$ cat config.mk
export PLATFORM = sky130hd
export DESIGN_NAME = seg_scan_meter_flat
export DESIGN_NICKNAME = d
export VERILOG_FILES = /design/src/rtl/seg_scan_meter_if.sv /design/src/rtl/seg_scan_meter.sv /design/src/flat_wrapper.sv
export SDC_FILE = /design/constraint.sdc
export NUM_CORES = 1
export LEC_CHECK = 0
export BUFFER_PORTS_ARGS = -buffer_cell sky130_fd_sc_hd__buf_2
export CORE_ASPECT_RATIO = 1.75
export CORE_MARGIN = 8
export CORE_UTILIZATION = 45
export DETAILED_ROUTE_END_ITERATION = 6
export PLACE_DENSITY = 0.67
export SETUP_SLACK_MARGIN = 0.1
export SYNTH_ARGS = -nofsm -noshare
export SYNTH_HDL_FRONTEND = slang
export SYNTH_SLANG_ARGS = --single-unit
$ cat constraint.sdc
create_clock -name clk -period 11.42 [get_ports clk]
set_clock_uncertainty 0.05 [all_clocks]
set_input_delay 2.284 -clock clk [delete_from_list [all_inputs] [get_ports clk]]
set_output_delay 2.284 -clock clk [all_outputs]
set_load 0.02 [all_outputs]
$ cat src/rtl/seg_scan_meter_if.sv
// Bundle of the meter's sample/key inputs and serial display outputs.
// The slave modport is the meter side; the master modport drives the samples and keys.
interface seg_scan_meter_if #(
  parameter int unsigned SAMPLE_W = 32
);
  logic [SAMPLE_W-1:0] dsq;
  logic                key0;
  logic                key1;
  logic                ds;
  logic                shclk;
  logic                stclk;
  logic [1:0]          mode;

  modport master (output dsq, key0, key1, input ds, shclk, stclk, mode);
  modport slave  (input dsq, key0, key1, output ds, shclk, stclk, mode);
endinterface

$ cat src/rtl/seg_scan_meter.sv
// Serial bit-stream meter: windowed edge/high counts, per-period high/low time by
// sequential division, and a multiplexed hex display shifted out to a 595-style chain.
module seg_scan_meter #(
  parameter int unsigned SAMPLE_W = 32,
  parameter int unsigned WINDOW   = 31250000,
  parameter int unsigned DIGITS   = 8,
  parameter int unsigned CLK_DIV  = 4,
  parameter int unsigned DEBOUNCE = 200000,
  parameter bit          LZB      = 1'b1
) (
  input logic             clk,
  input logic             rst_n,
  seg_scan_meter_if.slave bus
);
  localparam logic [63:0] TotalBits = 64'(WINDOW) * 64'(SAMPLE_W);
  localparam logic [2:0]  LastDigit = 3'(DIGITS - 1);

  function automatic logic [31:0] sat_add(input logic [31:0] a, input logic [31:0] b);
    logic [32:0] s;
    s = {1'b0, a} + {1'b0, b};
    return s[32] ? '1 : s[31:0];
  endfunction

  function automatic logic [7:0] seg_lut(input logic [3:0] n);
    case (n)
      4'h0: return 8'h03;  4'h1: return 8'h9F;  4'h2: return 8'h25;  4'h3: return 8'h0D;
      4'h4: return 8'h99;  4'h5: return 8'h49;  4'h6: return 8'h41;  4'h7: return 8'h1F;
      4'h8: return 8'h01;  4'h9: return 8'h09;  4'hA: return 8'h11;  4'hB: return 8'hC1;
      4'hC: return 8'h63;  4'hD: return 8'h85;  4'hE: return 8'h61;  default: return 8'h71;
    endcase
  endfunction

  // Measurement window
  logic        prev_q;
  logic [31:0] wcnt_q, fcnt_q, hcnt_q, freq_q, duty_q;
  logic [31:0] ce, c1;
  logic        win_end;

  always_comb begin
    ce = 32'(~prev_q & bus.dsq[0]);
    c1 = 32'(bus.dsq[0]);
    for (int i = 0; i < int'(SAMPLE_W) - 1; i++) begin
      ce = ce + 32'(~bus.dsq[i] & bus.dsq[i+1]);
      c1 = c1 + 32'(bus.dsq[i+1]);
    end
  end

  assign win_end = (wcnt_q == WINDOW - 1);

  always_ff @(posedge clk or negedge rst_n) begin
    if (!rst_n) begin
      prev_q <= 1'b0;
      wcnt_q <= '0;
      fcnt_q <= '0;
      hcnt_q <= '0;
      freq_q <= '0;
      duty_q <= '0;
    end else begin
      prev_q <= bus.dsq[SAMPLE_W-1];
      if (win_end) begin
        wcnt_q <= '0;
        fcnt_q <= '0;
        hcnt_q <= '0;
        freq_q <= sat_add(fcnt_q, ce);
        duty_q <= sat_add(hcnt_q, c1);
      end else begin
        wcnt_q <= wcnt_q + 32'd1;
        fcnt_q <= sat_add(fcnt_q, ce);
        hcnt_q <= sat_add(hcnt_q, c1);
      end
    end
  end

  // Restoring divider: load, 32 steps for t1, load, 32 steps for t0 (66 clk total)
  typedef enum logic [2:0] {DvIdle, DvLoad1, DvRun1, DvLoad2, DvRun2} div_st_e;
  div_st_e     dv_q, dv_d;
  logic [31:0] rem_q, rem_d, quo_q, quo_d, tmp_q, tmp_d, t1_q, t1_d, t0_q, t0_d;
  logic [4:0]  step_q, step_d;
  logic [32:0] rem_sh;
  logic        rem_ge;
  logic [31:0] rem_nx, quo_nx, t0_num;

  always_comb begin
    rem_sh = {rem_q, quo_q[31]};
    rem_ge = (rem_sh >= {1'b0, freq_q});
    rem_nx = rem_ge ? 32'(rem_sh - {1'b0, freq_q}) : rem_sh[31:0];
    quo_nx = {quo_q[30:0], rem_ge};
    t0_num = 32'(TotalBits - {32'd0, duty_q});
    dv_d   = dv_q;
    rem_d  = rem_q;
    quo_d  = quo_q;
    step_d = step_q;
    tmp_d  = tmp_q;
    t1_d   = t1_q;
    t0_d   = t0_q;
    case (dv_q)
      DvIdle: ;
      DvLoad1, DvLoad2: begin
        rem_d  = '0;
        quo_d  = (dv_q == DvLoad1) ? duty_q : t0_num;
        step_d = '0;
        dv_d   = (dv_q == DvLoad1) ? DvRun1 : DvRun2;
      end
      DvRun1, DvRun2: begin
        rem_d  = rem_nx;
        quo_d  = quo_nx;
        step_d = step_q + 5'd1;
        if (step_q == 5'd31) begin
          if (dv_q == DvRun1) begin
            tmp_d = quo_nx;
            dv_d  = DvLoad2;
          end else begin
            // A zero divisor yields all-ones quotients; report 0 instead
            t1_d = (freq_q == '0) ? '0 : tmp_q;
            t0_d = (freq_q == '0) ? '0 : quo_nx;
            dv_d = DvIdle;
          end
        end
      end
      default: dv_d = DvIdle;
    endcase
    if (win_end) dv_d = DvLoad1;
  end

  always_ff @(posedge clk or negedge rst_n) begin
    if (!rst_n) begin
      dv_q   <= DvIdle;
      rem_q  <= '0;
      quo_q  <= '0;
      step_q <= '0;
      tmp_q  <= '0;
      t1_q   <= '0;
      t0_q   <= '0;
    end else begin
      dv_q   <= dv_d;
      rem_q  <= rem_d;
      quo_q  <= quo_d;
      step_q <= step_d;
      tmp_q  <= tmp_d;
      t1_q   <= t1_d;
      t0_q   <= t0_d;
    end
  end

  // Key synchronisers, debounce filters, mode/freeze and displayed value
  logic [1:0]  k_s1_q, k_s2_q, filt_q, key_fall;
  logic [31:0] kcnt_q [2];
  logic [1:0]  mode_q;
  logic        freeze_q, resample_q;
  logic [31:0] disp_q, sel_val;

  always_comb begin
    for (int k = 0; k < 2; k++) begin
      key_fall[k] = filt_q[k] & ~k_s2_q[k] & (kcnt_q[k] == DEBOUNCE - 1);
    end
    case (mode_q)
      2'd0:    sel_val = freq_q;
      2'd1:    sel_val = duty_q;
      2'd2:    sel_val = t1_q;
      default: sel_val = t0_q;
    endcase
  end

  always_ff @(posedge clk or negedge rst_n) begin
    if (!rst_n) begin
      k_s1_q     <= '0;
      k_s2_q     <= '0;
      filt_q     <= '0;
      for (int k = 0; k < 2; k++) kcnt_q[k] <= '0;
      mode_q     <= '0;
      freeze_q   <= 1'b0;
      resample_q <= 1'b0;
      disp_q     <= '0;
    end else begin
      k_s1_q <= {bus.key1, bus.key0};
      k_s2_q <= k_s1_q;
      for (int k = 0; k < 2; k++) begin
        if (k_s2_q[k] == filt_q[k]) begin
          kcnt_q[k] <= '0;
        end else if (kcnt_q[k] == DEBOUNCE - 1) begin
          filt_q[k] <= k_s2_q[k];
          kcnt_q[k] <= '0;
        end else begin
          kcnt_q[k] <= kcnt_q[k] + 32'd1;
        end
      end
      if (key_fall[0]) mode_q <= mode_q + 2'd1;
      if (key_fall[1]) freeze_q <= ~freeze_q;
      // Sample one cycle after a mode step so the new mode's value is taken
      resample_q <= key_fall[0];
      if (!freeze_q || resample_q) disp_q <= sel_val;
    end
  end

  // Serial scan: two ticks per bit, then a two-tick latch pulse per digit
  typedef enum logic [1:0] {ScBitA, ScBitB, ScLatch1, ScLatch2} scan_st_e;
  scan_st_e    sc_q, sc_d;
  logic [31:0] tick_cnt_q;
  logic        tick, upper_zero, ds_q, ds_d, shclk_q, shclk_d, stclk_q, stclk_d;
  logic [3:0]  bit_q, bit_d;
  logic [2:0]  digit_q, digit_d;
  logic [15:0] frame_q, frame_d, frame_new;
  logic [7:0]  seg;

  assign tick = (tick_cnt_q == CLK_DIV - 1);

  always_comb begin
    upper_zero = 1'b1;
    for (int i = 0; i < 8; i++) begin
      if (i >= int'(digit_q) && i < int'(DIGITS) && disp_q[4*i +: 4] != 4'd0) upper_zero = 1'b0;
    end
    seg = seg_lut(disp_q[{digit_q, 2'b00} +: 4]);
    if (LZB && digit_q != 3'd0 && upper_zero) seg = 8'hFF;
    frame_new = {8'h80 >> digit_q, seg};
  end

  always_comb begin
    sc_d    = sc_q;
    bit_d   = bit_q;
    digit_d = digit_q;
    frame_d = frame_q;
    ds_d    = ds_q;
    shclk_d = shclk_q;
    stclk_d = stclk_q;
    if (tick) begin
      case (sc_q)
        ScBitA: begin
          stclk_d = 1'b0;
          shclk_d = 1'b0;
          if (bit_q == 4'd0) begin
            frame_d = frame_new;
            ds_d    = frame_new[0];
          end else begin
            ds_d = frame_q[bit_q];
          end
          sc_d = ScBitB;
        end
        ScBitB: begin
          shclk_d = 1'b1;
          if (bit_q == 4'd15) begin
            sc_d = ScLatch1;
          end else begin
            bit_d = bit_q + 4'd1;
            sc_d  = ScBitA;
          end
        end
        ScLatch1: begin
          shclk_d = 1'b0;
          stclk_d = 1'b1;
          sc_d    = ScLatch2;
        end
        default: begin
          stclk_d = 1'b1;
          bit_d   = 4'd0;
          digit_d = (digit_q == LastDigit) ? 3'd0 : digit_q + 3'd1;
          sc_d    = ScBitA;
        end
      endcase
    end
  end

  always_ff @(posedge clk or negedge rst_n) begin
    if (!rst_n) begin
      tick_cnt_q <= '0;
      sc_q       <= ScBitA;
      bit_q      <= '0;
      digit_q    <= '0;
      frame_q    <= '0;
      ds_q       <= 1'b0;
      shclk_q    <= 1'b0;
      stclk_q    <= 1'b0;
    end else begin
      tick_cnt_q <= tick ? '0 : tick_cnt_q + 32'd1;
      sc_q       <= sc_d;
      bit_q      <= bit_d;
      digit_q    <= digit_d;
      frame_q    <= frame_d;
      ds_q       <= ds_d;
      shclk_q    <= shclk_d;
      stclk_q    <= stclk_d;
    end
  end

  assign bus.ds    = ds_q;
  assign bus.shclk = shclk_q;
  assign bus.stclk = stclk_q;
  assign bus.mode  = mode_q;
endmodule

$ cat src/flat_wrapper.sv
// flat-port wrapper written by rule: the top's interface ports become plain ports
module seg_scan_meter_flat 
#(
  parameter int unsigned SAMPLE_W = 32,
  parameter int unsigned WINDOW   = 31250000,
  parameter int unsigned DIGITS   = 8,
  parameter int unsigned CLK_DIV  = 4,
  parameter int unsigned DEBOUNCE = 200000,
  parameter bit          LZB      = 1'b1
)
  (clk, rst_n, bus_dsq, bus_key0, bus_key1, bus_ds, bus_shclk, bus_stclk, bus_mode);
  seg_scan_meter_if #(.SAMPLE_W(SAMPLE_W)) bus_i ();
  input logic clk;
  input logic rst_n;
  input wire logic [$bits(bus_i.dsq)-1:0] bus_dsq;
  input wire logic [$bits(bus_i.key0)-1:0] bus_key0;
  input wire logic [$bits(bus_i.key1)-1:0] bus_key1;
  output wire logic [$bits(bus_i.ds)-1:0] bus_ds;
  output wire logic [$bits(bus_i.shclk)-1:0] bus_shclk;
  output wire logic [$bits(bus_i.stclk)-1:0] bus_stclk;
  output wire logic [$bits(bus_i.mode)-1:0] bus_mode;
  assign bus_i.dsq = bus_dsq;
  assign bus_i.key0 = bus_key0;
  assign bus_i.key1 = bus_key1;
  assign bus_ds = bus_i.ds;
  assign bus_shclk = bus_i.shclk;
  assign bus_stclk = bus_i.stclk;
  assign bus_mode = bus_i.mode;
  seg_scan_meter #(.SAMPLE_W(SAMPLE_W), .WINDOW(WINDOW), .DIGITS(DIGITS), .CLK_DIV(CLK_DIV), .DEBOUNCE(DEBOUNCE), .LZB(LZB)) u_core (.clk(clk), .rst_n(rst_n), .bus(bus_i));
endmodule
* After elaboration in Yosys (flattened, before gate mapping) *
Memory sizes are Yosys's and may differ from the RTL's.
Index checks and enable logic that the tools add are counted.

storage, ports and cells
  output and inout bits = 5
  input bits = 36
  register bits = 495
  memories kept = 1
  logic and storage cells = 297
  memory bits (read-only) = 112

cells by class
  reduce and logical (&&, ||, !) cells = 41
  shift-type cells = 2
  add/sub/neg operators = 74
  bitwise operators = 77
  eq/ne operators = 20
  mux-type cells = 42
  $lt $le $gt $ge = 9

memories
  name              words  bits a word  rd ports  clocked after memory_dff  wr ports  line                  RTL
  (name not given)  16     7            1         0                         0         seg_scan_meter.sv:25  case (n)

operators by type and width
  kind                    count
  $and 32x1->32           32
  $not 1->32              32
  $add 32x32->32          31
  $add 32x1->32           30
  $mux 32                 14
  $add 32x1->32 const B   4
  $pmux 32 s2             2
  $pmux 32 s3             1
  $add 32x32->33          2
  $eq 32x18->1 const B    2
  $ge 33x32->1            1
  $eq 32x2->1 const B     1
  $eq 32x25->1 const B    1
  $logic_not 32->1        1
  $reduce_bool 4->1       8
  $shiftx 32x6->4         1
  $sub 30x32->32 const A  1
  $sub 32x32->32          1
  $reduce_and 2->1        7
  $mux 3                  4
  $reduce_and 3->1        4
  $mux 1                  10
  $pmux 5 s2              1
  $ge 3x3->1 const A      3
  other kinds (40)        71

* Depth between registers and ports, before layout *
Gate-level depths: netlist (run 1).

  word-level depth = 36
  gate-level depth with buffers = 26
  mapped depth without buffers = 25

* Worst setup path before layout (run 1) *
Ideal clock, no wire load.

  kind = input to register
  start point = in bus_dsq[0]
  end point = reg u_core.duty_q[30]
  buffers on the path = 1
  data required time = 11.241 ns
  cell stages on the path = 21
  setup time = 0.129 ns
  arrival time = 8.326 ns
  path slack = 2.914 ns
  cell sequence = inv_1 ha_1 fa_1 fa_1 fa_1 fa_1 fa_1 fa_1 fa_1 fa_1 inv_1 fa_1 a21o_1 a21oi_1 o21bai_1 a21oi_1 clkbuf_1 nor3_1 nand3_1 mux2i_1 o21ai_1

between the ends
  longest elaborated chain between the ends = 33

RTL lines
  item                         line                  RTL
  start: declaration           flat_wrapper.sv:15    input wire logic [$bits(bus_i.dsq)-1:0] bus_dsq;
  $add 1x1->2                  seg_scan_meter.sv:44  c1 = c1 + 32'(bus.dsq[i+1]);
  $add 32x1->32 (30 in a row)  seg_scan_meter.sv:44
  $add 32x32->33               seg_scan_meter.sv:20  s = {1'b0, a} + {1'b0, b};
  $mux 32                      seg_scan_meter.sv:21  return s[32] ? '1 : s[31:0];
  end signal: assignment       seg_scan_meter.sv:65  duty_q <= sat_add(hcnt_q, c1);
  end: declaration             seg_scan_meter.sv:35  logic [31:0] wcnt_q, fcnt_q, hcnt_q, freq_q, duty_q;

No other way between the ends.
A chain may end at the register's enable or synchronous reset.

* Final worst setup path (run 1) *
  start point = in bus_dsq[0]
  end point = reg u_core.duty_q[9]

Same word-level chain as after synthesis.

==> tab_implementation.tex, run 1 <==
\begin{tabular}{lr}
\hline
Metric & Value \\
\hline
\multicolumn{2}{l}{\textbf{Clocking}} \\
Clock root buffer & clkbuf\_16 \\
Maximum buffer depth of the clock tree & 3 \\
Clock latency of the later-clocked register in the worst-skew pair & roughly 0.61 ns \\
Num CTS Buffers & 49 \\
Total of hold buffers inserted after clock tree synthesis & 0 \\
Clock-pin slew on the worst setup and hold paths & approximately 0.070 ns \\
Deepest level of the CTS H-tree & 2 \\
TritonCTS clock tree & done \\
CTS-repair resized insts & 0 \\
Clock tree sinks & between 400 and 500 \\
Postcts setup bufs & 0 \\
\multicolumn{2}{l}{\textbf{Outcome}} \\
Outcome & finished clean \\
\multicolumn{2}{l}{\textbf{Worst setup path}} \\
Delay of the slowest cell on the worst path & 0.56 ns \\
Worst reg2reg setup slack & $\sim$4.4 ns \\
Dominant delay contributor by cell family on the critical path & adder cells \\
Setup Crit Path Kind & input port to register \\
Number of buffers and inverters on the critical path & 5 \\
Element type at the critical path start & input port \\
Top cell by count, worst path & fa\_1 \\
Required time at the worst-slack endpoint & approximately 12 ns \\
Data arrival time of the critical path & 9.22 ns \\
Start of the worst register-to-register path & u\_core.prev\_q\$\_DFF\_PN0\_ \\
Worst r2r dst & u\_core.freq\_q[25]\$\_DFFE\_PN0P\_ \\
Critical path endpoint category & register \\
Ordered cell list for the critical path & buf\_2, inv\_1, ha\_1, fa\_1, fa\_1, fa\_1, fa\_1, fa\_1, fa\_1, fa\_1, fa\_1, inv\_1, a21o\_1, a21oi\_1, xnor2\_1, ha\_1, inv\_1, o21bai\_1, a21oi\_1, buf\_4, or3\_1, nor2\_2, nor2\_1, a22oi\_1 \\
CP max-delay cell & fa\_1 \\
R2R depth & 25 \\
Highest net fanout along the worst path & 16 \\
\multicolumn{2}{l}{\textbf{Detailed routing}} \\
Count of antenna-violating nets left after detailed routing & 0 \\
Detailed Route Iter0 Violations & approximately 1400 \\
Mean routed wirelength per cell & around 19 µm \\
DRC violations left & 0 \\
Total wire length after detailed routing & between 60000 and 70000 µm \\
Via-per-instance ratio & between 5 and 6 \\
Vias after detailed routing & a little over 20000 \\
TritonRoute pass-1 iters & 6 \\
\multicolumn{2}{l}{\textbf{STA}} \\
Slew Viols, Final & 0 \\
Setup TNS & 0 ns \\
Final worst path period need & between 8 and 9 ns \\
Unrepaired setup endpoints after global routing & no \\
Rel. slew slack & roughly a fifth \\
Measured slew at the worst slew-check pin & between 1 and 1.5 ns \\
Final hold viol count & 0 \\
Fmax achieved & approximately 110 MHz \\
Total setup violations reported at the end of the flow & 0 \\
Final worst-path cycle share & 76.8\% \\
\multicolumn{2}{l}{\textbf{Pwr}} \\
Largest voltage drop on the vdd net & approximately 0.24 mV \\
Leakage & approximately 14 nW \\
Power per cell area & 187 nW/µm² \\
\multicolumn{2}{l}{\textbf{Final layout}} \\
Highest-count cells in the layout ignoring fill and taps & 495 x dfrtp\_1, 284 x nor2\_1, 232 x nand2\_1, 155 x inv\_1, 149 x nand3\_1 \\
Most frequent standard cell in the layout excluding fill and tap cells & dfrtp\_1 \\
\# diodes & 0 \\
Max reg flops & between 60 and 70 \\
Biggest register & u\_core.kcnt\_q \\
Area Growth Syn to Fin & 9.27\% \\
Layout cells sized above 1 & under 10\% \\
Post-layout instance count excluding filler cells & around 3600 \\
NumNets Final & between 2000 and 3000 \\
Number of inserted filler cells in the final layout & around 5500 \\
Final core utilization & around 50\% \\
\multicolumn{2}{l}{\textbf{Floorplanning}} \\
Initial core utilization & between 40 and 50\% \\
Area enclosed by the die boundary & $\sim$69000 µm² \\
Die Span Y & around 340 µm \\
Rows & 119 \\
Number of top-level pins & between 40 and 50 \\
Overall die width & just over 200 µm \\
Core region area & between 50000 and 60000 µm² \\
\multicolumn{2}{l}{\textbf{Global routing}} \\
Number of antenna violations at the first check in global routing & 0 \\
Global-route total usage across every layer & around 20\% \\
Maximum number of pins on one net before global-route repair & 122 \\
Vias in the first global route & 21600 \\
First-pass GRT wire length & around 110000 µm \\
Total global routing overflow & 0 \\
\multicolumn{2}{l}{\textbf{Yosys}} \\
Number of synthesized flops with an enable pin & 0 \\
Distinct cell type count after synthesis & 84 \\
Main flop type after synthesis & dfrtp\_1 \\
Area share of and/or/nand/nor cells after synthesis & roughly 17\% \\
Share of synthesized registers carrying an async set or reset & between 90\% and 100\% \\
Synthesized-area fraction occupied by xor and xnor cells & slightly above 7\% \\
Multiplexer area fraction after synthesis & under 10\% \\
Adder-Cell Fraction of Synth Area & just under 8\% \\
Main combinational cell family by area after synthesis & simple AND/OR/NAND/NOR gates \\
Fraction of the yosys area taken by sequential cells & about 46\% \\
Synthesized area per cell & 9.77 µm² \\
Count of yosys warnings during synthesis & 0 \\
Synthesized Nets & 2949 \\
Cell count after synthesis & 2775 \\
Number of register bits inferred by synthesis & slightly below 500 \\
Post-Syn Area & roughly 27000 µm² \\
Fraction of the mapped netlist area in compound gates & approximately 15\% \\
\multicolumn{2}{l}{\textbf{Placement}} \\
DP Cell Count & approximately 3500 \\
Weighted congestion at the end of routability-driven global placement & around 0.87 \\
Half-perimeter wire length after placement & $\sim$49000 µm \\
Port Buffers & 40 \\
\multicolumn{2}{l}{\textbf{Min path}} \\
Endpoint of the worst hold path & u\_core.k\_s2\_q[1]\$\_DFF\_PN0\_ \\
Tightest Hold Check Type & register to register \\
Hold path startpoint & u\_core.k\_s1\_q[1]\$\_DFF\_PN0\_ \\
Hold Crit Depth & 0 \\
\multicolumn{2}{l}{\textbf{Flow run}} \\
Max Cap Violations & 0 \\
\hline
\end{tabular}
[stage by stage]
| stage | hold WS (ns) | setup slack [ns] | power [mW] | instance area, µm² |
|---|---|---|---|---|
| after floorplan | 0.281 | 2.91 | 3.42 | 27100 |
| after CTS | 0.339 | 2.66 | 5.60 | 29600 |
| after global routing | 0.338 | 2.37 | 5.92 | 29600 |
| after detailed placement | 0.303 | 2.03 | 3.84 | 27900 |
| final | 0.335 | 2.65 | 5.53 | 29600 |
| after global placement | 0.295 | 2.14 | 3.78 | 27900 |
[routing by layer]
layer	vias up	global-route usage, %	routed length [µm]	part of all wire (%)
met2	604	36.4	35700	52
li1	9690	-	-	-
met3	190	2.61	3030	4.4
met1	10300	21.7	25700	37
met4	0	12.7	4740	6.8
met5	-	0	0	0
[area by class of cell]
cell class / count / area (µm²) / share of cell area [%]
Clock buffer: 67 / 1410 / 4.77
Timing Repair Buffer: 60 / 360 / 1.22
Sequential cell: 495 / 12400 / 41.8
Tap cell: 786 / 983 / 3.32
Inverter: 158 / 593 / 2.00
Clock inverter: 24 / 308 / 1.04
Multi-Input combinational cell: 1978 / 13600 / 45.8
[worst max path at each step]
stage	start	to	slack, ns	cells past startpoint
floorplan	bus_dsq[0]	u_core.duty_q[30]$_DFFE_PN0P_	2.91	21
global placement	bus_dsq[0]	u_core.duty_q[9]$_DFFE_PN0P_	2.14	24
detailed placement	bus_dsq[0]	u_core.duty_q[9]$_DFFE_PN0P_	2.03	24
CTS	bus_dsq[0]	u_core.duty_q[9]$_DFFE_PN0P_	2.66	24
global route	bus_dsq[0]	u_core.freq_q[27]$_DFFE_PN0P_	2.37	27
finish	bus_dsq[0]	u_core.duty_q[9]$_DFFE_PN0P_	2.65	24
[synth_stat cells (9+ instances only)]
cell / count / area (µm²)
fa_1: 51 / 1020
o21ai_0: 93 / 465
nand4_1: 45 / 282
a222oi_1: 33 / 330
and3_1: 44 / 275
a211oi_1: 11 / 82.6
nand2_1: 232 / 871
and4_1: 11 / 96.3
nor3_1: 33 / 165
nand3_1: 150 / 751
o21bai_1: 9 / 67.6
mux2_2: 35 / 394
or3_1: 13 / 81.3
nor3b_1: 11 / 82.6
a22o_1: 66 / 578
clkbuf_1: 120 / 450
xnor2_1: 113 / 990
a31oi_1: 23 / 144
a21o_1: 30 / 225
o21ai_1: 63 / 315
xor2_1: 112 / 981
inv_1: 155 / 582
o311ai_1: 23 / 201
mux2i_1: 13 / 130
a21oi_1: 135 / 676
nand2b_1: 27 / 169
nor2_1: 286 / 1070
ha_1: 87 / 1090
and2_1: 12 / 75.1
dfrtp_1: 495 / 12400
mux4_2: 13 / 293
nor2b_1: 24 / 150
a22oi_1: 37 / 278
nor4_1: 41 / 257
buf_2: 13 / 65.1
[cell families (layout without fill, tap and decap cells)]
family,after synthesis,in the layout
compound gates,585,585
xor+xnor,225,225
fa+ha+maj,138,138
buf+inv,302,309
flops,495,495
mux,63,63
simple gates,967,967
[power by group]
group	switching, mW	internal (mW)
Sequential	0.0312	1.83
Clock	0.721	1.01
Combinational	1.14	0.800
Total	1.89	3.64
[worst reg2reg max path, stage by stage, from the launching register on]
cell and delay, ns:
dfrtp_1 0.35, nor2_1 0.06, fa_1 0.50, inv_1 0.06, fa_1 0.50, fa_1 0.52
fa_1 0.52, fa_1 0.52, fa_1 0.48, inv_1 0.07, ha_1 0.16, inv_1 0.05
fa_1 0.39, inv_1 0.07, a21o_1 0.11, a21oi_1 0.07, xnor2_1 0.13, ha_1 0.33
inv_1 0.05, o21bai_1 0.13, a21oi_1 0.08, buf_4 0.19, or3_1 0.43, nor2_2 0.59
nor2_1 0.27, a22oi_1 0.23
No activity file was read; power rests on OpenSTA's default activity.
==> run 2, diff against run 1 <==
ABC_AREA = 1   (was default)
clock period = 8.4 ns   (was 11.42 ns; I/O delays follow)
==> tab_implementation.tex, run 2 <==
\begin{tabular}{lr}
\hline
Metric & Value \\
\hline
\multicolumn{2}{l}{\textbf{Min path}} \\
Tightest Hold Check Type & register to register \\
\multicolumn{2}{l}{\textbf{Clocking}} \\
Clock-pin slew on the worst setup and hold paths & 0.06 ns (about the same) \\
Postcts setup bufs & 0 (unchanged) \\
Maximum buffer depth of the clock tree & 3 (unchanged) \\
Clock root buffer & clkbuf\_16 \\
Clock latency of the later-clocked register in the worst-skew pair & 0.64 ns (+0.03 ns) \\
Total of hold buffers inserted after clock tree synthesis & 0 (unchanged) \\
Deepest level of the CTS H-tree & 2 (unchanged) \\
TritonCTS clock tree & done \\
CTS-repair resized insts & 0 (unchanged) \\
Num CTS Buffers & 50 (+2.0\%) \\
Clock tree sinks & 495 (unchanged) \\
\multicolumn{2}{l}{\textbf{Detailed routing}} \\
Detailed Route Iter0 Violations & 1900 (+36\%) \\
Via-per-instance ratio & 5.34 (-8.3\%) \\
TritonRoute pass-1 iters & 5 (-1) \\
Mean routed wirelength per cell & 17.9 µm (-7.8\%) \\
Vias after detailed routing & 28200 (+36\%) \\
Total wire length after detailed routing & 94400 µm (+36\%) \\
Count of antenna-violating nets left after detailed routing & 0 (unchanged) \\
DRC violations left & 0 (unchanged) \\
\multicolumn{2}{l}{\textbf{Floorplanning}} \\
Rows & 128 (+7.6\%) \\
Overall die width & 216 µm (+7.1\%) \\
Number of top-level pins & 41 (unchanged) \\
Die Span Y & 366 µm (+7.3\%) \\
Initial core utilization & 45.3\% (about the same) \\
Area enclosed by the die boundary & 78900 µm² (+15\%) \\
Core region area & 69300 µm² (+16\%) \\
\multicolumn{2}{l}{\textbf{Final layout}} \\
Non-Filler Cell Area, Final & 34200 µm² (+15\%) \\
\# diodes & 0 (unchanged) \\
Final core utilization & 49.3\% (-0.18 points) \\
Layout cells sized above 1 & 5.58\% (-2.9 points) \\
Max reg flops & 64 (unchanged) \\
Area Growth Syn to Fin & 8.78\% \\
Highest-count cells in the layout ignoring fill and taps & 1327 x nand2\_1, 632 x inv\_1, 495 x dfrtp\_1, 328 x nor2\_1, 291 x nand3\_1 \\
Most frequent standard cell in the layout excluding fill and tap cells & nand2\_1 \\
Biggest register & u\_core.kcnt\_q \\
NumNets Final & 4504 (+54\%) \\
\multicolumn{2}{l}{\textbf{Global routing}} \\
Total global routing overflow & 0 (unchanged) \\
Global-route total usage across every layer & 23.8\% (+3.8 points) \\
Maximum number of pins on one net before global-route repair & 176 (+44\%) \\
First-pass GRT wire length & 151000 µm (+33\%) \\
Vias in the first global route & 28500 (+31\%) \\
Number of antenna violations at the first check in global routing & 1 (+1) \\
\multicolumn{2}{l}{\textbf{Pwr}} \\
Power per cell area & 232 nW/µm² (+24\%) \\
Proportion of power drawn by flip-flops and latches & 32.0\% (-1.7 points) \\
Cell-internal power & 5.01 mW (+38\%) \\
Net switching power figure & 2.92 mW (+55\%) \\
Clk network pwr share & 30.6\% (-0.7 points) \\
Leakage & 17.7 nW (+30\%) \\
Largest voltage drop on the vdd net & 0.313 mV (+30\%) \\
Switching portion of total power & 36.8\% (+2.7 points) \\
Combinational share of power & 37.4\% (+2.3 points) \\
\multicolumn{2}{l}{\textbf{STA}} \\
Fmax achieved & between 100 and 150 MHz \\
Final hold viol count & 0 (unchanged) \\
Slew Viols, Final & 0 (unchanged) \\
Final worst-path cycle share & 88.4\% \\
Setup TNS & 0 ns (unchanged) \\
Rel. slew slack & 21.0\% (-0.18 points) \\
Total setup violations reported at the end of the flow & 0 (unchanged) \\
Measured slew at the worst slew-check pin & 1.18 ns (+0.00135 ns) \\
Unrepaired setup endpoints after global routing & no \\
Final worst path period need & approximately 7.4 ns \\
\multicolumn{2}{l}{\textbf{Yosys}} \\
Count leader, synth & nand2\_1 \\
Most area-hungry cell type in the Yosys netlist & dfrtp\_1 \\
Synthesized Nets & 4507 (+53\%) \\
Count of yosys warnings during synthesis & 0 (unchanged) \\
Share of synthesized registers carrying an async set or reset & 100\% (unchanged) \\
Cell count after synthesis & 4333 (+56\%) \\
Synthesized area per cell & 7.25 µm² (-26\%) \\
Leading cell types by count after synthesis & 1327 x nand2\_1, 632 x inv\_1, 495 x dfrtp\_1 \\
Number of synthesized flops with an enable pin & 0 (unchanged) \\
Synth top area share & 39.4\% (-6.3 points) \\
Main flop type after synthesis & dfrtp\_1 \\
Post-Syn Area & 31400 µm² (+16\%) \\
Synth area leaders & dfrtp\_1 39\%, nand2\_1 16\%, inv\_1 7.5\% \\
Number of register bits inferred by synthesis & 495 (unchanged) \\
Distinct cell type count after synthesis & 57 (-32\%) \\
Fraction of the yosys area taken by sequential cells & 39.4\% (-6.3 points) \\
\multicolumn{2}{l}{\textbf{Placement}} \\
Weighted congestion at the end of routability-driven global placement & 0.958 (+10\%) \\
Port Buffers & 40 (unchanged) \\
Half-perimeter wire length after placement & 71200 µm (+44\%) \\
Placement Cell Area & 32400 µm² (+16\%) \\
\multicolumn{2}{l}{\textbf{Worst setup path}} \\
Dominant delay contributor by cell family on the critical path & adder cells \\
Data arrival time of the critical path & 7.90 ns (-1.32 ns) \\
Setup Crit Path Kind & input port to register \\
Critical path endpoint category & register \\
Highest net fanout along the worst path & 10 (-6) \\
Element type at the critical path start & input port \\
Top cell by count, worst path & fa\_1 \\
Number of buffers and inverters on the critical path & 6 (+1) \\
Required time at the worst-slack endpoint & 8.87 ns (-3.00 ns) \\
CP max-delay cell & fa\_1 \\
Worst reg2reg setup slack & 1.98 ns (-2.43 ns) \\
Delay of the slowest cell on the worst path & 0.53 ns (-0.03 ns) \\
\multicolumn{2}{l}{\textbf{Flow run}} \\
Max Cap Violations & 0 (unchanged) \\
\multicolumn{2}{l}{\textbf{Outcome}} \\
Outcome & finished clean \\
\hline
\end{tabular}
[run 2: final timing paths]
kind	from	to	cells after the start
setup reg to reg	u_core.prev_q$_DFF_PN0_	u_core.freq_q[25]$_DFFE_PN0P_	23
setup / recovery	bus_dsq[0]	u_core.freq_q[25]$_DFFE_PN0P_	25
max in group asynchronous	rst_n	u_core.tick_cnt_q[15]$_DFF_PN0_	2
hold reg to reg	u_core.k_s1_q[0]$_DFF_PN0_	u_core.k_s2_q[0]$_DFF_PN0_	0
hold / removal	u_core.k_s1_q[0]$_DFF_PN0_	u_core.k_s2_q[0]$_DFF_PN0_	0
min in group asynchronous	rst_n	u_core.kcnt_q[16]$_DFF_PN0_	1
[run 2: kinds of logic (layout without fill, tap and decap cells)]
kind of cell	Yosys count	count (layout)	synth area share (%)
AND/OR/NAND/NOR	2321	2321	32.0
XOR/XNOR	139	139	3.87
flip-flops	495	495	39.4
AO/OA/AOI/OAI	471	471	8.34
multiplexers	1	1	0.0318
adder cells (fa/ha/maj)	138	138	6.71
buffers and inverters	768	805	9.59
[run 2: per-layer routing]
metal / track usage, % / part of all wire (%)
met3: 2.79 / 4.0
met1: 24.8 / 36
met4: 15.7 / 7.2
met5: 0 / 0
met2: 44.6 / 52
[run 2: layout make-up]
type                       count  area (µm²)
clock buffer                  64        1400
clock inverter                28         358
fill                        6978       35200
inverter                     646        2420
multi-input combinational   3070       16000
sequential                   495       12400
tap                          910        1140
timing repair buffer          67         438
[run 2: power by group through the flow]
stage | Sequential, mW | Combinational [mW] | Clock [mW]
floorplan | 2.56 | 2.26 | 0
global placement | 2.59 | 2.94 | 0
detailed placement | 2.59 | 3.00 | 0
CTS | 2.54 | 3.01 | 2.48
global route | 2.55 | 3.34 | 2.57
finish | 2.54 | 2.97 | 2.43
[run 2: worst reg2reg max path: stages, from the launching register on]
cell and delay (ns):
dfrtp_1 0.37, nor2_1 0.18, fa_1 0.44, inv_1 0.09, fa_1 0.43, fa_1 0.52, fa_1 0.52, fa_1 0.52
fa_1 0.47, inv_1 0.06, ha_1 0.16, inv_1 0.06, fa_1 0.40, o221ai_1 0.24, xor2_1 0.12, ha_1 0.39
nand2_1 0.07, inv_1 0.09, a21oi_4 0.11, nor2_2 0.24, nand4_2 0.37, nand3_1 0.27, nand2_1 0.07, o21ai_0 0.08
[run 2: through the flow]
| step | worst slack [ns] | hold slack (ns) | instances | power (mW) |
|---|---|---|---|---|
| finish | 0.972 | 0.310 | 5280 | 7.94 |
| global route | 0.695 | 0.321 | 5280 | 8.45 |
| CTS | 1.02 | 0.316 | 5280 | 8.03 |
| detailed placement | 0.356 | 0.290 | 5188 | 5.59 |
| global placement | 0.431 | 0.294 | 5188 | 5.53 |
| floorplan | 0.959 | 0.281 | 4333 | 4.82 |
